`src/rtl/enc_bin2onehot_pipe.sv`:
```
// Registered binary-index to one-hot/thermometer encoder behind a 2-entry skid buffer.
// One-cycle latency from an accepted index to the buffer head; in_ready reflects occupancy only.
module enc_bin2onehot_pipe #(
  parameter int IN_W  = 4,
  parameter int OUT_W = 15,
  parameter int CNT_W = 8
) (
  input  logic             clk,
  input  logic             rst,
  input  logic             in_valid,
  input  logic [IN_W-1:0]  in,
  input  logic             in_mode,
  output logic             in_ready,
  output logic             out_valid,
  output logic [OUT_W-1:0] out,
  output logic             out_oor,
  input  logic             out_ready,
  output logic [CNT_W-1:0] oor_cnt,
  input  logic             clear_cnt
);

  if (OUT_W < 1 || OUT_W > (2 ** IN_W)) begin : g_bad_out_w
    $error("enc_bin2onehot_pipe: OUT_W must lie in 1..2**IN_W");
  end

  typedef enum logic [1:0] {
    EMPTY = 2'd0,
    ONE   = 2'd1,
    FULL  = 2'd2
  } state_t;

  typedef struct packed {
    logic [OUT_W-1:0] code;
    logic             oor;
  } ent_t;

  state_t           state_q, state_d;
  ent_t             head_q, head_d;
  ent_t             tail_q, tail_d;
  logic [CNT_W-1:0] cnt_q, cnt_d;

  logic [OUT_W-1:0] enc_code;
  logic             enc_oor;
  ent_t             enc_ent;
  logic             push, pop;

  // Indices at or beyond OUT_W have no lane; they encode to zero in both modes.
  always_comb begin
    enc_code = '0;
    enc_oor  = (int'(in) >= OUT_W);
    for (int k = 0; k < OUT_W; k++) begin
      enc_code[k] = in_mode ? (k <= int'(in)) : (k == int'(in));
    end
    if (enc_oor) begin
      enc_code = '0;
    end
  end

  assign enc_ent  = {enc_code, enc_oor};
  assign in_ready = (state_q != FULL) && !rst;
  assign push     = in_valid && in_ready;
  assign pop      = out_valid && out_ready;

  assign out_valid = (state_q != EMPTY);
  assign out       = out_valid ? head_q.code : '0;
  assign out_oor   = out_valid ? head_q.oor : 1'b0;
  assign oor_cnt   = cnt_q;

  always_comb begin
    state_d = state_q;
    head_d  = head_q;
    tail_d  = tail_q;
    case (state_q)
      EMPTY: begin
        if (push) begin
          head_d  = enc_ent;
          state_d = ONE;
        end
      end
      ONE: begin
        if (push && !pop) begin
          tail_d  = enc_ent;
          state_d = FULL;
        end else if (pop && !push) begin
          state_d = EMPTY;
        end else if (push && pop) begin
          head_d  = enc_ent;
        end
      end
      FULL: begin
        // The second entry slides forward; no push can happen while full.
        if (pop) begin
          head_d  = tail_q;
          state_d = ONE;
        end
      end
      default: begin
        state_d = EMPTY;
      end
    endcase
  end

  always_comb begin
    cnt_d = cnt_q;
    if (clear_cnt) begin
      cnt_d = '0;
    end else if (push && enc_oor && (cnt_q != {CNT_W{1'b1}})) begin
      cnt_d = cnt_q + 1'b1;
    end
  end

  always_ff @(posedge clk or posedge rst) begin
    if (rst) begin
      state_q <= EMPTY;
      head_q  <= '0;
      tail_q  <= '0;
      cnt_q   <= '0;
    end else begin
      state_q <= state_d;
      head_q  <= head_d;
      tail_q  <= tail_d;
      cnt_q   <= cnt_d;
    end
  end

endmodule

```
`config.mk`:
```
export PLATFORM = sky130hd
export DESIGN_NAME = enc_bin2onehot_pipe
export DESIGN_NICKNAME = d
export VERILOG_FILES = /design/src/rtl/enc_bin2onehot_pipe.sv
export SDC_FILE = /design/constraint.sdc
export NUM_CORES = 1
export LEC_CHECK = 0
export ABC_AREA = 1
export CAP_MARGIN = 25
export CORE_ASPECT_RATIO = 0.7
export CORE_MARGIN = 5
export CORE_UTILIZATION = 55
export CTS_CLUSTER_DIAMETER = 150
export DETAILED_ROUTE_END_ITERATION = 12
export HOLD_SLACK_MARGIN = 0.05
export PLACE_DENSITY = 0.84
export SLEW_MARGIN = 15
export SYNTH_ARGS = -nofsm -noshare
export SYNTH_HDL_FRONTEND = slang
export SYNTH_SLANG_ARGS = --single-unit
```
`constraint.sdc`:
```
create_clock -name clk -period 1.9 [get_ports clk]
set_input_delay 0.38 -clock clk [delete_from_list [all_inputs] [get_ports clk]]
set_output_delay 0.38 -clock clk [all_outputs]
set_load 0.05 [all_outputs]
```
Word-level counts from Yosys, hierarchy flattened:

Cells that the tools add are included.

* bits in registers: 42
* bits of input ports: 10
* output and inout bits: 26
* logic and storage cells: 96

* add/subtract/negate cells: 1
* order comparisons: 15
* equal/unequal tests: 24
* mux-type cells: 31
* reduce and logical (&&, ||, !) cells: 19

Operator list (count)
* two-way mux 16 bit: 5
* case mux 16 bit (3 select lines): 1
* == test 4 bit (first input constant): 8
* two-way mux 15 bit: 2
* <= comparator 4 bit (first input constant): 7
* == test 3 x 4 -> 1 bit (first input constant): 4
* <= comparator 3 x 4 -> 1 bit (first input constant): 4
* two-way mux 1 bit: 16
* two-way mux 8 bit: 2
* inequality test 2 bit (second input constant): 6
* adder 8 x 1 -> 8 bit (second input constant): 1
* == test 2 x 4 -> 1 bit (first input constant): 2
* <= comparator 2 x 4 -> 1 bit (first input constant): 2
* logical AND 1 bit: 8
* two-way mux 2 bit: 4
* inequality test 8 bit (second input constant): 1
* case mux 2 bit (3 select lines): 1
* AND reduction 6 bit: 1
* greater-or-equal comparator 4 bit (second input constant): 1
* <= comparator 1 x 4 -> 1 bit (first input constant): 1
* logical NOT 4 bit: 1
* nonzero test 2 bit: 2
* logical NOT 1 bit: 3
* inequality test 3 bit (second input constant): 1
* other kinds (6): 6

Logic depth before layout (Yosys ltp):

Gate-level depths: netlist of the first run.

* depth after elaboration: 8
* depth in mapped cells: 10
* depth with buffers taken out: 9

Least setup slack after synthesis of the first run:

Ideal clock, no wire load.

* path kind: flip-flop to output port
* from: register state_q[1]
* to: output out[0]
* arrival: 1.898 ns
* required time: 1.520 ns
* slack: -0.378 ns
* stages on the path, launching flop included: 6
* buffers on the path: 1
* cell sequence: dfrtp_1 -> inv_1 -> nand2_1 -> inv_1 -> buf_2 -> nor2_1

* longest elaborated chain between the ends: 2

RTL lines
* start: declaration: RTL line 37 `state_t state_q, state_d;`
* start signal: assignment: RTL line 119 `state_q <= state_d;`
* nonzero test 2 bit: RTL line 64 `assign out_valid = (state_q != EMPTY);`
* named net out_valid: RTL line 14 `output logic out_valid,`
* two-way mux 15 bit: RTL line 65 `assign out = out_valid ? head_q.code : '0;`
* end: declaration: RTL line 15 `output logic [OUT_W-1:0] out,`

The timed path passes the listed nets, and every way through them passes these cells.

Worst setup path in the final report of the first run:

* from: register state_q[1]
* to: output out[11]

* longest elaborated chain between the ends: 2

RTL lines (RTL line)
* nonzero test 2 bit: 64
* two-way mux 15 bit: 65

No other way between the ends.

==> results of run 1 <==
-- worst paths after layout --
path,start,to,slack [ns],depth (start not counted)
hold / removal,state_q[0],state_q[1],0.47,1
hold reg to reg,state_q[0],state_q[1],0.47,1
max in group asynchronous,rst,tail_q[6],0.78,3
setup reg to reg,oor_cnt[1],oor_cnt[4],0.27,8
setup / recovery,state_q[1],out[11],0.12,6
min in group asynchronous,rst,state_q[1],0.58,3
-- per-stage QoR --
stage / setup TNS (ns) / instances / utilization, % / total power, mW / instance area [sq um]
after floorplan: -0.2763 / 353 / - / 2.650 / 2570
after global placement: -0.005333 / 452 / 68.69 / 3.117 / 3025
after detailed placement: -0.1146 / 452 / 68.69 / 3.190 / 3025
after CTS: 0 / 460 / 71.82 / 4.038 / 3163
after global routing: 0 / 460 / 71.82 / 4.285 / 3163
final: 0 / 460 / 71.82 / 4.021 / 3163
-- registers in the layout (all words and copies together) (netlist names) --
signal / count
state_q: 2
oor_cnt: 8
tail_q: 16
head_q: 16
-- repair_timing --
| action | in CTS | in global routing |
|---|---|---|
| setup buffers | 0 | 0 |
| endpoints found under the setup margin | 0 | 1 |
| gates resized for setup | 0 | 1 |
-- cells by family (layout without fill, tap and decap cells) --
logic type      count (synthesis)  count (layout)
flops                          42              42
compound gates                 36              36
buf+inv                        54             106
xor+xnor                        5               5
mux                             1               1
fa+ha+maj                       1               1
simple gates                  214             214
-- worst register-to-register path: cells and delay by family (launching register included) --
family,cells,cell delay (ns)
simple gates,7,0.85
fa+ha+maj,1,0.23
flops,1,0.43
-- layout make-up --
type	count	area, sq um
Sequential cell	42	1051
Multi-Input combinational cell	257	1257
Inverter	41	160.2
Timing Repair Buffer	57	488.0
Tap cell	55	68.82
Clock buffer	5	68.82
Clock inverter	3	68.82
Fill cell	361	1241
-- report_power, final --
group / total [mW] / switching (mW) / internal, mW
sequential: 1.34 / 0.156 / 1.19
clock: 0.836 / 0.310 / 0.526
combinational: 1.84 / 1.25 / 0.591
-- synthesized netlist by cell type, drive strengths merged --
library cell    n  area (sq um)
a21oi           5         25.02
buf            12         97.59
clkbuf          1         3.750
clkinv          1         3.750
dfrtp          42          1051
ha              1         12.51
inv            40         152.6
mux2i           1         10.01
nand2         134         535.5
nand3          30         160.2
nand4           6         67.56
nor2           42         182.7
nor3            1         5.000
o21ai          30         168.9
o21bai          1         7.510
or2             1         6.260
xor2            5         43.79
-- layer usage --
layer | vias to the layer above | GRT usage (%) | routed length (um)
met5 | - | 0 | 0
li1 | 1200 | - | -
met1 | 1148 | 30.34 | 2836
met3 | 11 | 5.869 | 470
met4 | 0 | 5.495 | 79
met2 | 80 | 37.05 | 2864
==> results.toml, run 1 <==
[run_status]
run_status = "completed"

[yosys]
synth_simple_gate_area_share_pct = 37.78
synth_top_family_by_area = "simple AND/OR/NAND/NOR gates"
yosys-mux-area-fraction_pct = 0.3951
yosys_warnings = 0
synth_compound_area_share_pct = 7.951
ys_seq_elements = 42
syn_area_per_cell_sq_um = 7.178
synth_cell_type_count = 29
syn_area_sq_um = 2534
yosysSeqAreaShare_pct = 41.48
synth-xor-area-share_pct = 1.728
syn_nets = 364
synthAdderAreaFrac_pct = 0.4938
synth_cells = 353

[sta]
final_max_slew_viol_count = 0
setup_violations = 0
max_freq_mhz = 562.9
skew_ns = 0.006338
holdWs_ns = 0.4746
fin_ws_ns = 0.1234
slew_headroom_pct = 66.35
hold_viol_final = 0
post-route-min-period_ns = 1.777
rsz0062_at_grt = "no"
post-route-period-util_pct = 93.51
tightest_slew_ns = 0.5048

[global_route]
grt_max_degree = 41
antenna_found_initial = 0
grt_pass1_vias = 2378
grt_use_total_pct = 22.67
grt_pass1_wl_mm = 11.01
grt_overflow = 0

[power]
ir_drop_v = 0.001220
p_per_area_nw_per_um2 = 1271
leakage_nw = 1.688

[routing]
drtIter0Drc = 110
dr.pass1.iters = 5
wirelength_mm = 6.250
drc = 0
wl_per_cell_um = 13.59
routed-via-count = 2439
drtAntennaViolNets = 0
via_per_inst = 5.302

[die]
io_pins = 36
die_h_um = 66.79
start_util_pct = 57.53
die_area_sq_um = 6086
die_w_um = 91.13
core_sq_um = 4404
rows = 20

[worst_setup_path]
max_stage_delay_ns = 0.42
cp.arrival_ns = 1.40
crit_fanout = 16
path_delay_family = "buffers and inverters"
start_kind = "register"
crit_path_end_kind = "output pin"
crit_buf_inv = 4
cp.required_ns = 1.52
slowest_stage = "dfrtp_1"
crit_type = "reg2out"
cp_cell_sequence = "inv_2 -> nand2_2 -> inv_1 -> buf_12 -> nor2_1 -> buf_4"

[layout]
num_antenna_cells = 0
drive_above_1_share_pct = 22.72
fin_nets = 415
layout_commonest_cell = "nand2_1"
area_growth_pct = 24.84
final_cell_mix = "nand2_1 (128), buf_4 (45), dfrtp_1 (42), inv_1 (34)"

[clock_tree]
clkTransAtPathRegs_ns = 0.08
cts-hold-fix-buffers = 0
cts_tree = "built"
h-tree-depth = 2
cts_buffers = 5
root_buffer = "clkbuf_8"
clock_latency_ns = 0.29
cts.sinks = 42
cts_max_path_buffers = 2

[placed_design]
numPortBuffers = 35
hpwl_mm = 4.749
gp_congestion = 0.9521
place_ws_ns = -0.04618

[run]
maxCapViolations = 0

[hold_path]
hold_path_class = "reg2reg"
No activity file was read; power rests on OpenSTA's default activity.
==> run 2, diff against run 1 <==
Settings changed: PLACE_DENSITY 0.84 to 0.8.
==> results.toml, run 2 (synthesis gave the netlist of run 1 again) <==
[power]
p_per_area_nw_per_um2 = 1219
power.total_mw = 3.797
ir_drop_v = 0.001421
leakage_nw = 1.658

[sta]
tightest_slew_ns = 0.4668
final_max_slew_viol_count = 0
skew_ns = 0.01352
rsz0062_at_grt = "no"
slew_headroom_pct = 68.88
post-route-period-util_pct = 95.02
post-route-min-period_ns = 1.805
hold_viol_final = 0
max_freq_mhz = 553.9
setup_violations = 0

[placed_design]
numPortBuffers = 35
hpwl_mm = 4.591
gp_congestion = 0.9400
dp.cells = 449

[clock_tree]
cts_buffers = 5
clock_latency_ns = 0.30
cts_tree = "built"
cts.sinks = 42
cts_max_path_buffers = 2
clkTransAtPathRegs_ns = 0.08
h-tree-depth = 2
root_buffer = "clkbuf_8"

[worst_setup_path]
path_delay_family = "buffers and inverters"
cp.arrival_ns = 1.43
critPathCapture = "out[3]"
crit_path_end_kind = "output pin"
crit_fanout = 11
start_kind = "register"
max_stage_delay_ns = 0.42
startpoint = "state_q[1]"
crit_type = "reg2out"
cp.required_ns = 1.52
crit_cells = 6
worst_path_most_repeated_cell = "inv_2"
cp_cell_sequence = "inv_2 -> nand2_2 -> inv_2 -> buf_12 -> nor2_2 -> buf_4"
crit_buf_inv = 4
reg2reg_slack_ns = 0.27
slowest_stage = "dfrtp_1"
r2r_end = "oor_cnt[6]"
r2r_cells = 8
r2r-start = "oor_cnt[1]"

[global_route]
grt_pass1_vias = 2206
grt_max_degree = 38
antenna_found_initial = 0
grt_use_total_pct = 21.83
grt_overflow = 0
grt_pass1_wl_mm = 10.52

[routing]
drc = 0
wl_per_cell_um = 13.32
routed-via-count = 2372
dr.pass1.iters = 5
drtAntennaViolNets = 0
via_per_inst = 5.190
wirelength_mm = 6.088
drtIter0Drc = 242

[layout]
drive_above_1_share_pct = 22.39
fin_nets = 412
layout_commonest_cell = "nand2_1"
final_util_pct = 70.71
num_antenna_cells = 0
instances_no_fill = 457
final_cell_mix = "nand2_1 (128), dfrtp_1 (42), buf_4 (40), inv_1 (33)"
area_growth_pct = 22.91

[die]
core_sq_um = 4404
start_util_pct = 57.53
io_pins = 36
rows = 20
die_h_um = 66.79
die_area_sq_um = 6086
die_w_um = 91.13

[hold_path]
hold_path_class = "reg2reg"

[run]
maxCapViolations = 0

[run_status]
run_status = "completed"
[run 2: cell types whose count changed in the layout (fill, tap and decap cells not counted), sizes merged]
cell | previous run | this run
bufinv | 2 | 0
clkbuf | 5 | 6
clkinvlp | 1 | 2
buf | 48 | 45
[run 2: worst min-delay path by stage]
| stage | from | to | slack (ns) | depth (start not counted) |
|---|---|---|---|---|
| final | state_q[0] | state_q[1] | 0.48 | 1 |
| after global routing | head_q[10] | head_q[10] | 0.50 | 2 |
| after CTS | state_q[0] | state_q[1] | 0.48 | 1 |
| after detailed placement | head_q[4] | head_q[4] | 0.46 | 2 |
| after global placement | tail_q[1] | tail_q[1] | 0.46 | 2 |
| after floorplan | rst | head_q[0] | 0.39 | 1 |
[run 2: power by group]
| part | total, mW | leakage (nW) | internal (mW) | switching, mW |
|---|---|---|---|---|
| Combinational | 1.86 | 1.06 | 0.616 | 1.24 |
| Clock | 0.609 | 0.0472 | 0.292 | 0.317 |
| Sequential | 1.33 | 0.553 | 1.19 | 0.146 |
[run 2: timing repair]
action / CTS / global route
setup buffers: 0 / 0
gates resized for setup: 1 / 2
setup endpoints to repair: 11 / 11
hold buffers: 0 / 0
[run 2: layer usage]
layer | GRT usage, % | up-vias | wire [um]
li1 | - | 1189 | -
met2 | 32.64 | 78 | 2701
met4 | 5.495 | 0 | 54
met5 | 0 | - | 0
met1 | 31.93 | 1098 | 3014
met3 | 4.966 | 7 | 317
[run 2: area by class of cell]
| type | instances | area, sq um |
|---|---|---|
| clock inverters | 2 | 12.51 |
| clock buffers | 6 | 82.58 |
| well taps | 55 | 68.82 |
| repair buffers | 54 | 481.7 |
| flip-flops and latches | 42 | 1051 |
| inverters | 41 | 160.2 |
| fillers | 374 | 1290 |
| multi-input cells | 257 | 1257 |
[run 2: per-stage QoR]
stage | setup TNS (ns) | setup WS (ns) | area, sq um | hold slack, ns
final | 0 | 0.09467 | 3114 | 0.4785
after global routing | 0 | 0.001049 | 3114 | 0.4981
after CTS | 0 | 0.01132 | 3110 | 0.4829
after detailed placement | -0.2400 | -0.08358 | 3015 | 0.4648
after global placement | -0.07795 | -0.03651 | 3015 | 0.4563
after floorplan | -0.2763 | -0.02073 | 2570 | 0.3946
==> run 3, diff against run 2 <==
Settings changed: CTS_BUF_LIST set to sky130_fd_sc_hd__clkbuf_4 sky130_fd_sc_hd__clkbuf_8 sky130_fd_sc_hd__clkbuf_16.
==> results of run 3 <==
No change in the layout: final DEF, timing and power equal those of run 2.
